===== config.mk =====
export PLATFORM = sky130hd
export DESIGN_NAME = his_builder_fsm
export DESIGN_NICKNAME = d
export VERILOG_FILES = /design/src/rtl/his_builder_pkg.sv /design/src/rtl/his_peak_tracker.sv /design/src/rtl/his_builder_fsm.sv
export SDC_FILE = /design/constraint.sdc
export NUM_CORES = 1
export LEC_CHECK = 0
export BUFFER_PORTS_ARGS = -buffer_cell sky130_fd_sc_hd__buf_2
export CAP_MARGIN = 30
export CORE_ASPECT_RATIO = 0.6
export CORE_MARGIN = 2
export CORE_UTILIZATION = 50
export CTS_CLUSTER_DIAMETER = 100
export DETAILED_ROUTE_END_ITERATION = 6
export PLACE_DENSITY = 0.66
export SYNTH_ARGS = -nofsm -noshare
export SYNTH_HDL_FRONTEND = slang
export SYNTH_SLANG_ARGS = --single-unit
export TNS_END_PERCENT = 30

===== constraint.sdc =====
create_clock -name clk -period 5.3 [get_ports clk]
set_input_delay 0 -clock clk [delete_from_list [all_inputs] [get_ports clk]]
set_output_delay 0 -clock clk [all_outputs]
set_load 0.005 [all_outputs]

===== src/rtl/his_builder_pkg.sv =====
// Shared defaults, FSM state encoding and width helpers for the histogram peak builder.
// Latency: n/a (declarations only).
// Backpressure: n/a (declarations only).
package his_builder_pkg;

    localparam int NP_DEF            = 10;
    localparam int PIXEL_NUM_DEF     = 3;
    localparam int ACQ_NUM_DEF       = 16;
    localparam int BIN_BITS_DEF      = 4;

    typedef enum logic [1:0] {
        IDLE  = 2'd0,
        ACCUM = 2'd1,
        DONE  = 2'd2
    } hisState_t;

    // Index width that never collapses to zero bits when the range is a single entry.
    function automatic int safeClog2(input int n);
        return (n > 1) ? $clog2(n) : 1;
    endfunction

endpackage


===== src/rtl/his_peak_tracker.sv =====
// Per-pixel peak tracker: keeps the highest histogram count seen and the lower edge of its bin.
// Latency: 1 cycle, an update strobed at edge k is visible in peakResult after edge k.
// Backpressure: none, every strobed update is absorbed in the same cycle.
//
// Ports: clk/res (sync, active-high) | upd strobe, newCnt (post-increment bin count),
//        bin (bin index of the sample) | peakResult (bin lower edge of the current peak).
module his_peak_tracker #(
    parameter int NP       = 10,
    parameter int BIN_BITS = 4,
    parameter int CW       = 5
) (
    input  logic                clk,
    input  logic                res,
    input  logic                upd,
    input  logic [CW-1:0]       newCnt,
    input  logic [BIN_BITS-1:0] bin,
    output logic [NP-1:0]       peakResult
);

    logic [CW-1:0] peakCnt;

    // Strictly-greater compare: on a tie the bin that reached the count first stays the peak.
    always_ff @(posedge clk) begin
        if (res) begin
            peakCnt    <= '0;
            peakResult <= '0;
        end else if (upd && (newCnt > peakCnt)) begin
            peakCnt    <= newCnt;
            peakResult <= NP'(bin) << (NP - BIN_BITS);
        end
    end

endmodule


===== src/rtl/his_builder_fsm.sv =====
// Builds per-pixel TDC histograms over a frame of acquisitions and reports each pixel's peak bin.
// Latency: 1 cycle from an accepted sample to its effect on peakResult; done rises one cycle after the last sample.
// Backpressure: none; wrEn is ignored once the frame is complete until res.
//
// Ports: clk, res (sync, active-high) | wrEn, data (timestamp for the current pixel, 0 = no photon)
//        | peakResult[pixel] (peak bin lower edge), done (frame complete).
module his_builder_fsm
    import his_builder_pkg::*;
#(
    parameter int NP                = NP_DEF,
    parameter int PIXEL_NUM_PER_RAM = PIXEL_NUM_DEF,
    parameter int ACQ_NUM           = ACQ_NUM_DEF,
    parameter int BIN_BITS          = BIN_BITS_DEF
) (
    input  logic          clk,
    input  logic          res,
    input  logic          wrEn,
    input  logic [NP-1:0] data,
    output logic [NP-1:0] peakResult [PIXEL_NUM_PER_RAM-1:0],
    output logic          done
);

    localparam int CW    = $clog2(ACQ_NUM + 1);
    localparam int PW    = safeClog2(PIXEL_NUM_PER_RAM);
    localparam int AW    = safeClog2(ACQ_NUM);
    localparam int NBINS = 1 << BIN_BITS;

    hisState_t           state;
    hisState_t           stateNext;
    logic                accept;
    logic                sampleHit;
    logic                lastSample;
    logic [PW-1:0]       pixPtr;
    logic [AW-1:0]       acqCnt;
    logic [BIN_BITS-1:0] bin;
    logic [CW-1:0]       curCnt;
    logic [CW-1:0]       newCnt;
    logic [CW-1:0]       hist [PIXEL_NUM_PER_RAM][NBINS];

    assign bin        = data[NP-1 -: BIN_BITS];
    assign lastSample = (pixPtr == PW'(PIXEL_NUM_PER_RAM - 1)) && (acqCnt == AW'(ACQ_NUM - 1));
    assign sampleHit  = accept && (data != '0);

    // Read-modify-write happens entirely within one cycle on registers, so back-to-back
    // samples to the same pixel (single-pixel configuration) see the freshly written count.
    assign curCnt = hist[pixPtr][bin];
    assign newCnt = (&curCnt) ? curCnt : curCnt + CW'(1);

    // State register
    always_ff @(posedge clk) begin
        if (res) begin
            state <= IDLE;
        end else begin
            state <= stateNext;
        end
    end

    // Next-state logic; the final sample may also be the very first when the frame is one sample long.
    always_comb begin
        stateNext = state;
        case (state)
            IDLE: begin
                if (wrEn) begin
                    stateNext = lastSample ? DONE : ACCUM;
                end
            end
            ACCUM: begin
                if (wrEn && lastSample) begin
                    stateNext = DONE;
                end
            end
            DONE:    stateNext = DONE;
            default: stateNext = IDLE;
        endcase
    end

    // Output logic
    always_comb begin
        accept = 1'b0;
        done   = 1'b0;
        case (state)
            IDLE:    accept = wrEn;
            ACCUM:   accept = wrEn;
            DONE:    done   = 1'b1;
            default: accept = 1'b0;
        endcase
    end

    // Pointers and histogram storage
    always_ff @(posedge clk) begin
        if (res) begin
            pixPtr <= '0;
            acqCnt <= '0;
            for (int p = 0; p < PIXEL_NUM_PER_RAM; p++) begin
                for (int b = 0; b < NBINS; b++) begin
                    hist[p][b] <= '0;
                end
            end
        end else if (accept) begin
            if (pixPtr == PW'(PIXEL_NUM_PER_RAM - 1)) begin
                pixPtr <= '0;
                acqCnt <= acqCnt + AW'(1);
            end else begin
                pixPtr <= pixPtr + PW'(1);
            end
            if (sampleHit) begin
                hist[pixPtr][bin] <= newCnt;
            end
        end
    end

    for (genvar p = 0; p < PIXEL_NUM_PER_RAM; p++) begin : gPeak
        his_peak_tracker #(
            .NP       (NP),
            .BIN_BITS (BIN_BITS),
            .CW       (CW)
        ) uPeak (
            .clk        (clk),
            .res        (res),
            .upd        (sampleHit && (pixPtr == PW'(p))),
            .newCnt     (newCnt),
            .bin        (bin),
            .peakResult (peakResult[p])
        );
    end

endmodule


==> run_results.csv, run 1 <==
group,metric,value,unit
placement,pre_cts_slack,218,ps
global_routing,grt.total_usage,27.4,%
routing,drcViolationCount,0,
global_routing,grt_pass1_wl,67200,um
routing,drtIter0Drc,1742,
cells_and_area,drive_gt1_share,21.5,%
yosys,netlist_area,16200,um^2
cells_and_area,area_delta_synth_final,12.1,%
yosys,synth_top_area_share,59.3,%
outcome,status,"finished, final reports clean",
power_and_ir_drop,ir_worst_vdd,0.251,mV
routing,dr.pass1.iters,6,
yosys,avgSynthCellArea,13.9,um^2
critical_path,crit_arrival,5430,ps
yosys,synth-seq-cells,357,
run,cap_violations,0,
global_routing,antenna_found_initial,1,
floorplan,fp.dieArea,33900,um^2
sta,tns,0,ps
cts,h-tree-depth,2,
sta,setup_violations,0,
routing,final_antenna_net_count,0,
critical_path,path_class,"register to register",
global_routing,top_usage_layer,"met1",
yosys,ys.flop_type,"edfxtp_1",
sta,maxSlewHeadroom,33.4,%
cells_and_area,fin_nets,1261,
yosys,yosysSeqAreaShare,63.9,%
floorplan,die_h,143,um
floorplan,rows,50,
sta,fin_skew,19.7,ps
yosys,synthTopCellsByArea,"edfxtp_1, mux4_2, nor2_1",
floorplan,core_area,31500,um^2
sta,fmaxAchievable,201,MHz
yosys,synth.distinct_cells,70,
yosys,ys.warnings.count,0,
global_routing,grt_pass1_vias,9992,
yosys,yosysTopAreaCell,"edfxtp_1",
placement,gp_congestion,0.980,
cells_and_area,post_layout_nonfiller_instances,1669,
sta,rsz0062_at_grt,"no",
global_routing,gr-total-overflow,0,
cts,path_clk_slew,70,ps
yosys,synthArstFlopShare,0,%
floorplan,start_util,51.4,%
placement,dpl.cell_count,1598,
yosys,synth_common_cells,"edfxtp_1, nor2_1, mux4_2",
global_routing,grt_util_met2,35.7,%
routing,vias,10532,
critical_path,cp-start-kind,"register",
yosys,synthCells,1164,
critical_path,cp.required,5760,ps
yosys,synth.most_common_cell,"edfxtp_1",
routing,via_per_inst,6.31,
power_and_ir_drop,p_leak,6.46,nW
placement,hpwl,30000,um
routing,post_drt_wl_per_cell,27.2,um
placement,port_buffers,25,
cells_and_area,diodes,0,
cts,numCtsBuffers,34,
power_and_ir_drop,p_per_area,386,nW/um^2
global_routing,grt_max_degree,61,
floorplan,pin_count,44,
cts,clk_latency,540,ps
sta,hold_viol_final,0,
floorplan,die_x,236,um
global_routing,met3_usage,8.74,%
sta,finalMaxSlewViolations,0,
sta,worstMarginPinSlew,997,ps
cts,cts_tree,"built",
sta,setup_ws,333,ps
sta,final.min_clock_period,4970,ps
min_path,hp-class,"primary input to register",
sta,fin_crit_sh,93.7,%
cts,cts_root_buf,"clkbuf_16",
cts,clockBufferDepth,3,
yosys,synth_edf_count,320,
critical_path,cp_max_fo,22,
routing,routed_wl,45400,um
global_routing,use_met1,43.7,%
critical_path,cp-end-kind,"register",
cts,cts_sinks,357,
## per-stage QoR
stage          total power (W)  area (um^2)  hold slack (ps)  utilization, %
2_1_floorplan          0.00409        16300              115               -
3_3_place_gp           0.00446        16900              287            53.5
3_5_place_dp           0.00448        16900              295            53.6
4_1_cts                0.00698        18100             67.2            57.4
5_1_grt                0.00721        18200              123            57.6
6_report               0.00701        18200             99.2            57.6
## logic make-up (layout without fill, tap and decap cells)
family,Yosys count,in the layout,synth area share (%)
simple gates,413,413,12.1
xor+xnor,3,3,0.162
other cells,1,18,0.0232
buf+inv,126,198,4.64
fa+ha+maj,21,21,1.62
mux,109,109,11.5
compound gates,134,134,6.03
flops,357,357,63.9
## worst max-delay path, stage by stage, from the launching register on
cell and delay, ps:
dfxtp_4 410, buf_12 220, buf_4 200, mux4_2 530
nand3_1 110, o2111ai_1 160, o2111ai_1 270, and3_4 300
inv_1 50, ha_1 180, inv_1 150, nor3b_4 100
a31o_2 320, nand2_4 70, inv_2 60, ha_1 290
nor2b_1 140, o21a_1 120, o21a_1 100, o21ai_0 70
a221oi_1 400, and2_1 330, o211ai_1 140, a21oi_1 140
## power by group
group / switching [W] / internal (W)
registers: 0.0000651 / 0.00321
clock network: 0.00108 / 0.00147
logic: 0.000764 / 0.000423
## per-layer routing
layer  share of wire [%]  wire length (um)
met1                  45             20400
met2                  39             17800
met3                  14              6220
met4                 2.1               963
met5               0.029                13
## flip-flops by register name (all words and copies together) (netlist names), named ones only
name,count
state,2
gPeak.uPeak.peakResult,12
acqCnt,4
pixPtr,2
hist,320
gPeak.uPeak.peakCnt,15
## layout make-up
class | count | area [um^2]
tap | 416 | 520
multi-input combinational | 698 | 5200
inverter | 28 | 105
timing repair buffer | 108 | 833
sequential | 357 | 10400
fill | 2433 | 13400
clock inverter | 18 | 190
clock buffer | 44 | 952
## worst paths after layout
check	start	to	depth (start not counted)	slack, ps
setup / recovery	register	gPeak[1].uPeak.peakCnt[3]	23	330
hold / removal	data[6]	gPeak[0].uPeak.peakResult[6]	3	100
setup reg to reg	register	gPeak[1].uPeak.peakCnt[3]	23	330
hold reg to reg	gPeak[1].uPeak.peakResult[8]	gPeak[1].uPeak.peakResult[8]	2	460
## layout by cell type, fill, tap and decap left out, types with 13 or more instances in the layout
cell,count
edfxtp_1,320
nor2_1,197
buf_4,70
mux4_2,61
nand2_1,56
mux2i_1,48
nand3_1,39
nand2b_1,39
clkbuf_16,37
dfxtp_1,35
a21oi_1,32
buf_2,28
a22oi_1,27
inv_1,25
ha_1,21
conb_1,18
a31o_2,14
nor2_2,13
## what timing repair did
action	in CTS	in global routing
buffers inserted	0	5
setup endpoints to repair	0	17
gates resized for setup	0	2
endpoints found under the hold margin	12	0
hold buffers	4	0
Power figures use the tool's default switching activity.
==> run 2, diff against run 1 <==
Settings changed: MAX_ROUTING_LAYER from default to met4.
==> run 2 against run 1 <==
  * Sequential share of layout area about the same
  * Register-to-register slack got worse by 20 ps
  * Wire length decreased by 0.21%
  * Critical path type unchanged
  * Clock power about the same
  * Setup slack got worse by 21 ps
  * Critical endpoint unchanged
  * Non-clock buffer count unchanged
  * Combinational power about the same
==> run_results.csv, run 2 (synthesis gave the netlist of run 1 again) <==
group,metric,value,unit
power_and_ir_drop,p_leak,6.46,nW
cells_and_area,fillers,2432,
sta,setup_violations,0,
routing,drtIter0Drc,1848,
routing,via_per_inst,6.31,
power_and_ir_drop,switching_share,27.0,%
critical_path,slowest_stage,"mux4_2",
floorplan,core_area,31500,um^2
routing,drcViolationCount,0,
placement,port_buffers,25,
cts,h-tree-depth,2,
sta,worstMarginPinSlew,990,ps
outcome,status,"finished, final reports clean",
critical_path,path_buf_inv,5,
run,cap_violations,0,
cells_and_area,drive_gt1_share,21.5,%
routing,post_drt_wl_per_cell,27.1,um
cells_and_area,area_delta_synth_final,12.2,%
global_routing,grt.total_usage,28.3,%
global_routing,grt_pass1_vias,10015,
sta,final.min_clock_period,4990,ps
critical_path,cp.required,5760,ps
global_routing,grt_max_degree,61,
routing,dr.pass1.iters,6,
routing,final_antenna_net_count,0,
floorplan,die_h,143,um
floorplan,die_x,236,um
power_and_ir_drop,power,0.00700,W
sta,maxSlewHeadroom,34.0,%
placement,hpwl,30000,um
cts,cts_tree,"built",
power_and_ir_drop,ir_worst_vdd,0.253,mV
sta,rsz0062_at_grt,"no",
critical_path,path_class,"register to register",
sta,tns,0,ps
cts,cts_sinks,357,
power_and_ir_drop,pwr-share-seq,46.8,%
cts,cts_root_buf,"clkbuf_16",
cells_and_area,fin_nets,1261,
cts,numCtsBuffers,34,
sta,whs,103,ps
cts,clk_latency,530,ps
floorplan,pin_count,44,
cts,path_clk_slew,70,ps
critical_path,critPathTopFamily,"compound AO/OA/AOI/OAI gates",
global_routing,grt_pass1_wl,67300,um
critical_path,cp_max_fo,22,
global_routing,antenna_found_initial,1,
critical_path,cp-start-kind,"register",
placement,gp_congestion,0.998,
routing,vias,10534,
cells_and_area,final_common_cell,"edfxtp_1",
critical_path,path_cells,"buf_12 > buf_4 > mux4_2 > nand3_1 > o2111ai_1 > o2111ai_1 > and3_4 > inv_1 > ha_1 > inv_1 > nor3b_4 > a31o_2 > nand2_4 > inv_2 > ha_1 > nor2b_1 > o21a_1 > o21a_1 > o21ai_0 > a221oi_1 > and2_1 > o211ai_1 > a21oi_1",
cells_and_area,largest-register,"hist",
sta,fin_crit_sh,94.1,%
sta,hold_viol_final,0,
power_and_ir_drop,power_frac_comb,17.0,%
floorplan,fp.dieArea,33900,um^2
min_path,hp-class,"primary input to register",
power_and_ir_drop,power.switching,0.00189,W
cts,clockBufferDepth,3,
cells_and_area,layout_common_cells,"edfxtp_1, nor2_1, buf_4, mux4_2, nand2_1",
floorplan,rows,50,
sta,fin_skew,12.3,ps
global_routing,gr-total-overflow,0,
routing,routed_wl,45300,um
power_and_ir_drop,clockPowerShare,36.2,%
critical_path,cp-end-kind,"register",
cells_and_area,largest_reg_flops,320,
floorplan,start_util,51.4,%
sta,finalMaxSlewViolations,0,
sta,fmaxAchievable,200,MHz
cells_and_area,reg_top3,"hist: 320 flops, gPeak.uPeak.peakCnt: 15 flops, gPeak.uPeak.peakResult: 12 flops",
critical_path,cpPeakStageDelay,530,ps
power_and_ir_drop,p_per_area,386,nW/um^2
power_and_ir_drop,internal-power,0.00511,W
critical_path,crit_arrival,5440,ps
## run 2: cell type report
cell class | instances | area (um^2) | share of cell area, %
clock inverter | 18 | 190 | 1.05
clock buffer | 44 | 952 | 5.24
antenna | 1 | 2.50 | 0.0138
timing repair buffer | 108 | 833 | 4.59
multi-input combinational | 698 | 5200 | 28.6
sequential | 357 | 10400 | 57.0
tap | 416 | 520 | 2.87
inverter | 28 | 105 | 0.579
## run 2: worst paths after layout
path	startpoint	to	slack (ps)	cells past startpoint
worst min-delay path	data[6]	gPeak[0].uPeak.peakResult[6]	100	3
worst max register to register	register	gPeak[1].uPeak.peakCnt[3]	310	23
worst max-delay path	register	gPeak[1].uPeak.peakCnt[3]	310	23
worst min register to register	gPeak[1].uPeak.peakResult[8]	gPeak[1].uPeak.peakResult[8]	450	2
## run 2: worst register-to-register path: cells and delay by family, from the launching register on
family,cells,cell delay (ps)
AO/OA/AOI/OAI,9,1730
adder cells (fa/ha/maj),2,480
buffers and inverters,5,700
flip-flops,1,410
multiplexers,1,530
AND/OR/NAND/NOR,6,1050
## run 2: what timing repair did
item,4_1_cts,5_1_grt
endpoints found under the hold margin,12,0
resized for setup,0,2
hold buffers,4,0
setup endpoints to repair,0,18
setup buffers,0,5
## run 2: metal layers
metal / vias up / GRT usage, % / routed length (um)
li1: 4452 / - / -
met4: 0 / 6.73 / 977
met1: 5274 / 43.6 / 20100
met2: 725 / 35.9 / 17900
met3: 83 / 8.61 / 6350
met5: - / - / 0
## run 2: stage by stage
step / area, um^2 / utilization [%] / setup slack (ps) / cells
6_report: 18200 / 57.6 / 311 / 1670
5_1_grt: 18200 / 57.6 / 45.5 / 1670
4_1_cts: 18100 / 57.4 / 201 / 1664
3_5_place_dp: 16900 / 53.6 / 218 / 1598
3_3_place_gp: 16900 / 53.5 / 305 / 1593
2_1_floorplan: 16300 / - / 600 / 1181
## run 2: power groups by stage
stage	clock network [W]	registers, W	logic [W]
CTS	0.00256	0.00329	0.00114
detailed placement	0	0.00334	0.00113
finish	0.00254	0.00328	0.00119
global placement	0	0.00334	0.00112
global route	0.00267	0.00329	0.00125
floorplan	0	0.00330	0.000789
